[src/rtl/uart_baud_gen_frac_if.sv]
// uart_baud_gen_frac_if: config/control inputs and tick outputs of the fractional baud generator
interface uart_baud_gen_frac_if #(
  parameter int DIV_W  = 16,
  parameter int FRAC_W = 4,
  parameter int OSR_W  = 5
);
  logic              en;
  logic              sync_restart;
  logic [DIV_W-1:0]  div_int;
  logic [FRAC_W-1:0] div_frac;
  logic [OSR_W-1:0]  osr;
  logic              tick_os;
  logic              tick_mid;
  logic              tick_bit;
  logic [OSR_W-1:0]  os_phase;
  logic              cfg_err;
  modport master (
    output en, sync_restart, div_int, div_frac, osr,
    input  tick_os, tick_mid, tick_bit, os_phase, cfg_err
  );
  modport slave (
    input  en, sync_restart, div_int, div_frac, osr,
    output tick_os, tick_mid, tick_bit, os_phase, cfg_err
  );
endinterface

[src/rtl/uart_baud_gen_frac.sv]
// uart_baud_gen_frac: fractional-N oversample tick generator with mid-bit and bit-boundary pulses
module uart_baud_gen_frac #(
  parameter int DIV_W  = 16,
  parameter int FRAC_W = 4,
  parameter int OSR_W  = 5
) (
  input  logic clk,
  input  logic rst_n,
  uart_baud_gen_frac_if.slave bus
);
  logic [DIV_W:0]    r_cnt;
  logic [FRAC_W-1:0] r_acc, r_frac;
  logic [DIV_W-1:0]  r_div;
  logic [OSR_W-1:0]  r_osr, r_phase;
  logic              r_en_d, r_err, r_tick_os, r_tick_mid, r_tick_bit;
  logic [FRAC_W:0]   w_sum;
  logic [DIV_W:0]    w_period;
  logic              w_start, w_tick, w_last, w_bit, w_mid, w_cap, w_bad;
  always_comb begin
    w_sum    = {1'b0, r_acc} + {1'b0, r_frac};
    w_period = {1'b0, r_div} + {{DIV_W{1'b0}}, w_sum[FRAC_W]};
    w_start  = bus.en & (~r_en_d | bus.sync_restart);
    w_tick   = bus.en & ~w_start & ~r_err & (r_cnt == w_period - (DIV_W+1)'(1));
    w_last   = r_phase == r_osr - OSR_W'(1);
    w_bit    = w_tick & w_last;
    w_mid    = w_tick & (r_phase == (r_osr >> 1) - OSR_W'(1));
    w_cap    = w_start | w_bit;
    w_bad    = (bus.div_int < DIV_W'(2)) | (bus.osr < OSR_W'(4));
  end
  always_ff @(posedge clk or negedge rst_n) begin
    if (!rst_n) begin
      r_cnt      <= '0;
      r_acc      <= '0;
      r_div      <= '0;
      r_frac     <= '0;
      r_osr      <= '0;
      r_phase    <= '0;
      r_en_d     <= 1'b0;
      r_err      <= 1'b0;
      r_tick_os  <= 1'b0;
      r_tick_mid <= 1'b0;
      r_tick_bit <= 1'b0;
    end else begin
      r_en_d     <= bus.en;
      r_tick_os  <= w_tick;
      r_tick_mid <= w_mid;
      r_tick_bit <= w_bit;
      if (w_cap) begin
        r_div  <= bus.div_int;
        r_frac <= bus.div_frac;
        r_osr  <= bus.osr;
        r_err  <= w_bad;
      end
      // en rise counts as the first edge of a period; a restart edge does not
      if (!bus.en || (w_cap && w_bad)) begin
        r_cnt   <= '0;
        r_acc   <= '0;
        r_phase <= '0;
      end else if (w_start) begin
        r_cnt   <= bus.sync_restart ? '0 : (DIV_W+1)'(1);
        r_acc   <= '0;
        r_phase <= '0;
      end else if (w_tick) begin
        r_cnt   <= '0;
        r_acc   <= w_sum[FRAC_W-1:0];
        r_phase <= w_last ? '0 : r_phase + OSR_W'(1);
      end else if (!r_err) begin
        r_cnt <= r_cnt + (DIV_W+1)'(1);
      end
    end
  end
  assign bus.tick_os  = r_tick_os;
  assign bus.tick_mid = r_tick_mid;
  assign bus.tick_bit = r_tick_bit;
  assign bus.os_phase = r_phase;
  assign bus.cfg_err  = r_err;
endmodule
[src/flat_wrapper.sv]
// flat-port wrapper written by rule: the top's interface ports become plain ports
module uart_baud_gen_frac_flat 
#(
  parameter int DIV_W  = 16,
  parameter int FRAC_W = 4,
  parameter int OSR_W  = 5
)
  (clk, rst_n, bus_en, bus_sync_restart, bus_div_int, bus_div_frac, bus_osr, bus_tick_os, bus_tick_mid, bus_tick_bit, bus_os_phase, bus_cfg_err);
  uart_baud_gen_frac_if #(.DIV_W(DIV_W), .FRAC_W(FRAC_W), .OSR_W(OSR_W)) bus_i ();
  input  logic clk;
  input  logic rst_n;
  input wire logic [$bits(bus_i.en)-1:0] bus_en;
  input wire logic [$bits(bus_i.sync_restart)-1:0] bus_sync_restart;
  input wire logic [$bits(bus_i.div_int)-1:0] bus_div_int;
  input wire logic [$bits(bus_i.div_frac)-1:0] bus_div_frac;
  input wire logic [$bits(bus_i.osr)-1:0] bus_osr;
  output wire logic [$bits(bus_i.tick_os)-1:0] bus_tick_os;
  output wire logic [$bits(bus_i.tick_mid)-1:0] bus_tick_mid;
  output wire logic [$bits(bus_i.tick_bit)-1:0] bus_tick_bit;
  output wire logic [$bits(bus_i.os_phase)-1:0] bus_os_phase;
  output wire logic [$bits(bus_i.cfg_err)-1:0] bus_cfg_err;
  assign bus_i.en = bus_en;
  assign bus_i.sync_restart = bus_sync_restart;
  assign bus_i.div_int = bus_div_int;
  assign bus_i.div_frac = bus_div_frac;
  assign bus_i.osr = bus_osr;
  assign bus_tick_os = bus_i.tick_os;
  assign bus_tick_mid = bus_i.tick_mid;
  assign bus_tick_bit = bus_i.tick_bit;
  assign bus_os_phase = bus_i.os_phase;
  assign bus_cfg_err = bus_i.cfg_err;
  uart_baud_gen_frac #(.DIV_W(DIV_W), .FRAC_W(FRAC_W), .OSR_W(OSR_W)) u_core (.clk(clk), .rst_n(rst_n), .bus(bus_i));
endmodule
[config.mk]
export PLATFORM = sky130hd
export DESIGN_NAME = uart_baud_gen_frac_flat
export DESIGN_NICKNAME = d
export VERILOG_FILES = /design/src/rtl/uart_baud_gen_frac_if.sv /design/src/rtl/uart_baud_gen_frac.sv /design/src/flat_wrapper.sv
export SDC_FILE = /design/constraint.sdc
export NUM_CORES = 1
export LEC_CHECK = 0
export CORE_AREA = 10 10 97 99
export DETAILED_ROUTE_END_ITERATION = 12
export DIE_AREA = 0 0 107 109
export DONT_BUFFER_PORTS = 1
export GPL_TIMING_DRIVEN = 0
export PLACE_DENSITY_LB_ADDON = 0.15
export SETUP_SLACK_MARGIN = 0.1
export SLEW_MARGIN = 20
export SYNTH_ARGS = -nofsm -noshare
export SYNTH_HDL_FRONTEND = slang
export SYNTH_SLANG_ARGS = --single-unit
[constraint.sdc]
create_clock -name clk -period 6.4 [get_ports clk]
set_input_delay 1.28 -clock clk [delete_from_list [all_inputs] [get_ports clk]]
set_output_delay 1.28 -clock clk [all_outputs]
set_load 0.05 [all_outputs]
Yosys cells after proc, flatten, opt, wreduce, memory -nomap -nowiden:

Index checks and enable logic that the tools add are counted.

* register bits: 56
* input bits: 29
* output and inout bits: 9

* add/subtract/negate cells: 7
* $lt $le $gt $ge: 2
* equal/unequal tests: 4
* mux-type cells: 12
* bitwise gates (word level): 12
* reductions and logical operators: 4

Operator list (count)
* 2-to-1 mux 17 bit: 4
* 2-to-1 mux 5 bit: 4
* adder 16 x 1 -> 17 bit: 1
* adder 17 x 1 -> 17 bit (second input constant): 1
* == test 17 bit: 1
* subtractor 17 x 1 -> 17 bit (second input constant): 1
* less-than comparator 16 x 2 -> 1 bit (second input constant): 1
* 2-to-1 mux 4 bit: 3
* == test 5 bit: 2
* bitwise AND 1 bit: 6
* adder 4 x 4 -> 5 bit: 1
* adder 5 x 1 -> 5 bit (second input constant): 1
* less-than comparator 5 x 3 -> 1 bit (second input constant): 1
* subtractor 4 x 1 -> 5 bit (second input constant): 1
* subtractor 5 x 1 -> 5 bit (second input constant): 1
* != test 4 bit (second input constant): 1
* NOT 1 bit: 3
* OR 1 bit: 3
* nonzero test 3 bit: 1
* logical AND 1 bit: 1
* logical NOT 1 bit: 1
* logical OR 1 bit: 1
* 2-to-1 mux 1 bit: 1

Depth between registers and ports, before layout:

* word-level depth: 12
* depth in mapped cells: 18
* depth with buffers taken out: 15

Worst setup path after synthesis:

OpenSTA, ideal clock, no wires.

* path kind: flip-flop to flip-flop
* start: reg u_core.r_frac[0]
* end: reg u_core.r_div[11]
* data arrival time: 4087 ps
* data required time: 6275 ps
* setup slack: 2187 ps
* stages on the path, launching flop included: 19
* path buffers: 3
* clock period less this slack: 4213 ps
* path through: dfrtp_1 > ha_1 > inv_1 > fa_1 > inv_1 > a21o_1 > a21oi_1 > ha_1 > ha_1 > or3b_4 > or4_1 > a21oi_1 > o2111ai_1 > or4b_1 > buf_2 > o31a_1 > buf_6 > buf_6 > mux2_4

* cells in the longest elaborated chain, start to end: 7

Ends and longest elaborated chain
* start: declaration: line uart_baud_gen_frac.sv:12 `logic [FRAC_W-1:0] r_acc, r_frac;`
* start signal: assignment: line uart_baud_gen_frac.sv:50 `r_frac <= bus.div_frac;`
* adder 4 x 4 -> 5 bit: line uart_baud_gen_frac.sv:20 `w_sum = {1'b0, r_acc} + {1'b0, r_frac};`
* adder 16 x 1 -> 17 bit: line uart_baud_gen_frac.sv:21 `w_period = {1'b0, r_div} + {{DIV_W{1'b0}}, w_sum[FRAC_W]};`
* subtractor 17 x 1 -> 17 bit: line uart_baud_gen_frac.sv:23 `w_tick = bus.en & ~w_start & ~r_err & (r_cnt == w_period - (DIV_W+1)'(1));`
* == test 17 bit: line uart_baud_gen_frac.sv:23
* bitwise AND 1 bit: line uart_baud_gen_frac.sv:23
* bitwise AND 1 bit: line uart_baud_gen_frac.sv:25 `w_bit = w_tick & w_last;`
* OR 1 bit: line uart_baud_gen_frac.sv:27 `w_cap = w_start | w_bit;`
* end signal: assignment: line uart_baud_gen_frac.sv:49 `r_div <= bus.div_int;`
* end: declaration: line uart_baud_gen_frac.sv:13 `logic [DIV_W-1:0] r_div;`

Every way passes these cells.
A chain may end at the register's enable or synchronous reset.

Worst setup path after layout:

* start: reg u_core.r_frac[0]
* end: reg u_core.r_cnt[13]

* cells in the longest elaborated chain, start to end: 10
* elaborated cells between the ends (all ways): 13
* classes of those cells: add/sub: 3; eq/ne: 2; mux: 3; bitwise: 3; reduce/logical: 2

Ends and longest elaborated chain
* adder 4 x 4 -> 5 bit (*): line uart_baud_gen_frac.sv:20
* adder 16 x 1 -> 17 bit (*): line uart_baud_gen_frac.sv:21
* subtractor 17 x 1 -> 17 bit (*): line uart_baud_gen_frac.sv:23
* == test 17 bit (*): line uart_baud_gen_frac.sv:23
* bitwise AND 1 bit (*): line uart_baud_gen_frac.sv:23
* bitwise AND 1 bit: line uart_baud_gen_frac.sv:25
* OR 1 bit: line uart_baud_gen_frac.sv:27
* logical AND 1 bit: line uart_baud_gen_frac.sv:55 `if (!bus.en || (w_cap && w_bad)) begin`
* logical OR 1 bit: line uart_baud_gen_frac.sv:55
* != test 4 bit (no source line) or 2-to-1 mux 17 bit (tied branches)
* end signal: assignment: line uart_baud_gen_frac.sv:60 `r_cnt <= bus.sync_restart ? '0 : (DIV_W+1)'(1);`
* end signal: assignment: line uart_baud_gen_frac.sv:68 `r_cnt <= r_cnt + (DIV_W+1)'(1);`
* end: declaration: line uart_baud_gen_frac.sv:11 `logic [DIV_W:0] r_cnt;`

Mark *: on every way between the ends. The rest lies on a longest branch, timed or not.

==> reports/results.tsv <==
metric	value	unit
most frequent cell after synthesis	dfrtp_1	
gr usage total	0.1394	
grt ovf	0	
Crit-path slowest cell	o21ai_1	
Cell variety after synth	56	
Ports	38	
# DRC	0	
Worst EP required	6.60	ns
Synth top area share	0.3869	
Relative slew margins	0.3805	
nets@finish	412	
Placement Rows	32	
share of layout cells above drive strength 1	0.1210	
Post-Route WL	8061	µm
Clock Power Share	0.274	
minimum clock period	4.773	ns
DRT antenna net count	0	
CTS tree	built	
Sw Ratio	0.3059	
achievable clock frequency	0.2095	GHz
number of port buffers	0	
Pwr Density	200.3	mW/mm²
Synth Flop Type	dfrtp_1	
most frequent cells after synthesis	dfrtp_1, nor2_1, xnor2_1	
Comb pwr share	0.199	
routed wire length per instance	17.01	µm
CP bufs+invs	4	
Starting Density	0.4812	
Tcrit/Tclk final	0.7458	
Critical Path Start Type	register	
vias in the first global route	2542	
Syn Nets	405	
pin count of the biggest net entering global routing	57	
setup TNS	0	ns
worst-path fanout max	10	
crit-path cells	ha_1 -> inv_1 -> fa_1 -> inv_1 -> a21o_1 -> a21oi_1 -> ha_1 -> ha_1 -> or3b_4 -> or4_1 -> a21oi_1 -> o2111ai_1 -> or4b_1 -> buf_2 -> o21ai_1 -> clkbuf_1 -> nor2_1	
Post-CTS Repair Setup Buffers	0	
root buffer cell	clkbuf_8	
first-pass GRT wire length	13100	µm
outcome	completed	
chip width	107	µm
Core Util, Final	0.5106	
Die ar.	0.01166	mm²
Final Slew Violations	0	
CP dominant cell by count	ha_1	
Worst EP arrival	4.97	ns
Post-synth EDFFs	0	
initial DRC count	145	
Max-cap violations	0	
Chip Height	109	µm
synthesized flop and latch total	56	
core area	0.007527	mm²
delay-heaviest family, CP	simple AND/OR/NAND/NOR gates	
Syn Area/Cell	9.951	µm²
Crit path largest cell delay	0.51	ns
Vias/cell	5.589	
Mapped Cells	364	
Skew-Pair Late Insertion Delay	0.33	ns
leak pwr	1.621	nW
Int Power	0.5345	mW
sequential area share after synthesis	0.3869	
# diodes	0	
actual slew at the worst max-slew pin	0.9222	ns
worst vdd ir	0.1031	mV
kind of critical path	register to register	
routed vias	2649	
unrepaired setup endpoints after global routing	false	
Yosys warning total	0	
Synth Cell Area	0.003622	mm²
Hold Fails Final Rpt	0	
Clock Skews	0.01057	ns
ys async rst share	1.000	
Clock Sinks	56	
Critical Path Sink Type	register	
Finish-stage setup viols	0	
Pre-Repair DR Iteration Count	4	
antenna violations before repair	0	
Synth area leader	dfrtp_1	
CTS clk-pin slew, worst paths	0.11	ns
CTS H-tree depth	2	
# resized after CTS	0	
dpl hpwl	6010	µm
Synth area leaders	dfrtp_1, mux2_4, xnor2_1, xor2_1, ha_1	
Bufs on Longest Clock Path	2	
Synth-to-Final Area Change	6.114	%
hold_buf cts	0	
Hold Path Class	register to register	
GP Congestion	0.8488	
number of buffers created by CTS	5	
NetSw	0.2355	mW
sequential share of power	0.527	
[registers in the layout (all words and copies together), names as in the netlist]
name	count
u_core.r_osr	5
u_core.bus.os_phase	5
u_core.r_en_d	1
u_core.r_acc	4
u_core.r_frac	4
u_core.bus.tick_bit	1
u_core.r_cnt	17
u_core.bus.tick_mid	1
u_core.bus.tick_os	1
u_core.r_div	16
u_core.bus.cfg_err	1
[power by group through the flow]
stage	Sequential (mW)	Clock [mW]	Combinational, mW
after floorplan	0.404	0	0.130
after global routing	0.410	0.233	0.171
final	0.406	0.211	0.153
after detailed placement	0.413	0	0.152
after global placement	0.412	0	0.148
after CTS	0.406	0.217	0.153
[cells in the final DEF, fill, tap and decap left out, types with 4 or more instances in the layout]
cell type / Yosys / layout
dfrtp_1: 56 / 56
a31oi_1: 4 / 4
clkbuf_8: 0 / 5
nand2_1: 21 / 21
a21oi_1: 13 / 13
nand2b_1: 10 / 10
mux2i_1: 6 / 6
xor2_1: 22 / 22
nor4_1: 11 / 11
nor2b_1: 5 / 5
xnor2_1: 23 / 23
o21ai_0: 8 / 8
inv_1: 13 / 13
nor3_1: 9 / 9
buf_6: 4 / 4
a21o_1: 5 / 5
o211ai_1: 4 / 4
nand4_1: 4 / 4
mux2_4: 18 / 18
clkbuf_1: 10 / 10
ha_1: 11 / 11
mux2_2: 6 / 6
o31a_1: 4 / 4
nor2_1: 35 / 35
nand3_1: 11 / 11
[layer usage]
metal | GRT usage | share of wire | vias to the layer above
li1 | - | - | 1316
met1 | 0.1983 | 0.49 | 1272
met2 | 0.2041 | 0.43 | 53
met3 | 0.03658 | 0.069 | 8
met4 | 0.03772 | 0.010 | 0
met5 | 0 | 0 | -
[kinds of logic after synthesis]
logic type	after synthesis	synth area share
fa+ha+maj	12	0.04352
flops	56	0.3869
compound gates	60	0.1136
xor+xnor	45	0.1088
mux	30	0.1098
buf+inv	28	0.03765
simple gates	133	0.1997
[layout make-up]
type,instances,area (µm²)
multi-input cells,280,2085
plain buffers,15,87.58
fillers,729,3684
flip-flops and latches,56,1401
clock buffers,5,68.82
well taps,102,127.6
clock inverters,3,25.02
inverters,13,48.80
[per-stage QoR]
stage / power, mW / instance area, µm² / hold slack [ns] / setup WS [ns] / std cells
5_1_grt: 0.8141 / 3844 / 0.5621 / 1.284 / 474
3_3_place_gp: 0.5596 / 3750 / 0.4943 / 1.638 / 466
3_5_place_dp: 0.5646 / 3750 / 0.5042 / 1.563 / 466
6_report: 0.7700 / 3844 / 0.5217 / 1.627 / 474
4_1_cts: 0.7765 / 3844 / 0.5316 / 1.546 / 474
2_1_floorplan: 0.5331 / 3622 / 0.4793 / 2.187 / 364
[worst paths after layout]
path,from,endpoint,slack (ns),depth (start not counted)
max,u_core.r_frac[0],u_core.r_cnt[13],1.63,17
min,u_core.r_div[0],u_core.r_div[0],0.52,1
max reg2reg,u_core.r_frac[0],u_core.r_cnt[13],1.63,17
min reg2reg,u_core.r_div[0],u_core.r_div[0],0.52,1
max in group asynchronous,rst_n,u_core.bus.os_phase[2],5.65,0
min in group asynchronous,rst_n,u_core.r_cnt[7],0.64,0
Note: power is estimated with default switching activity, not from simulation.
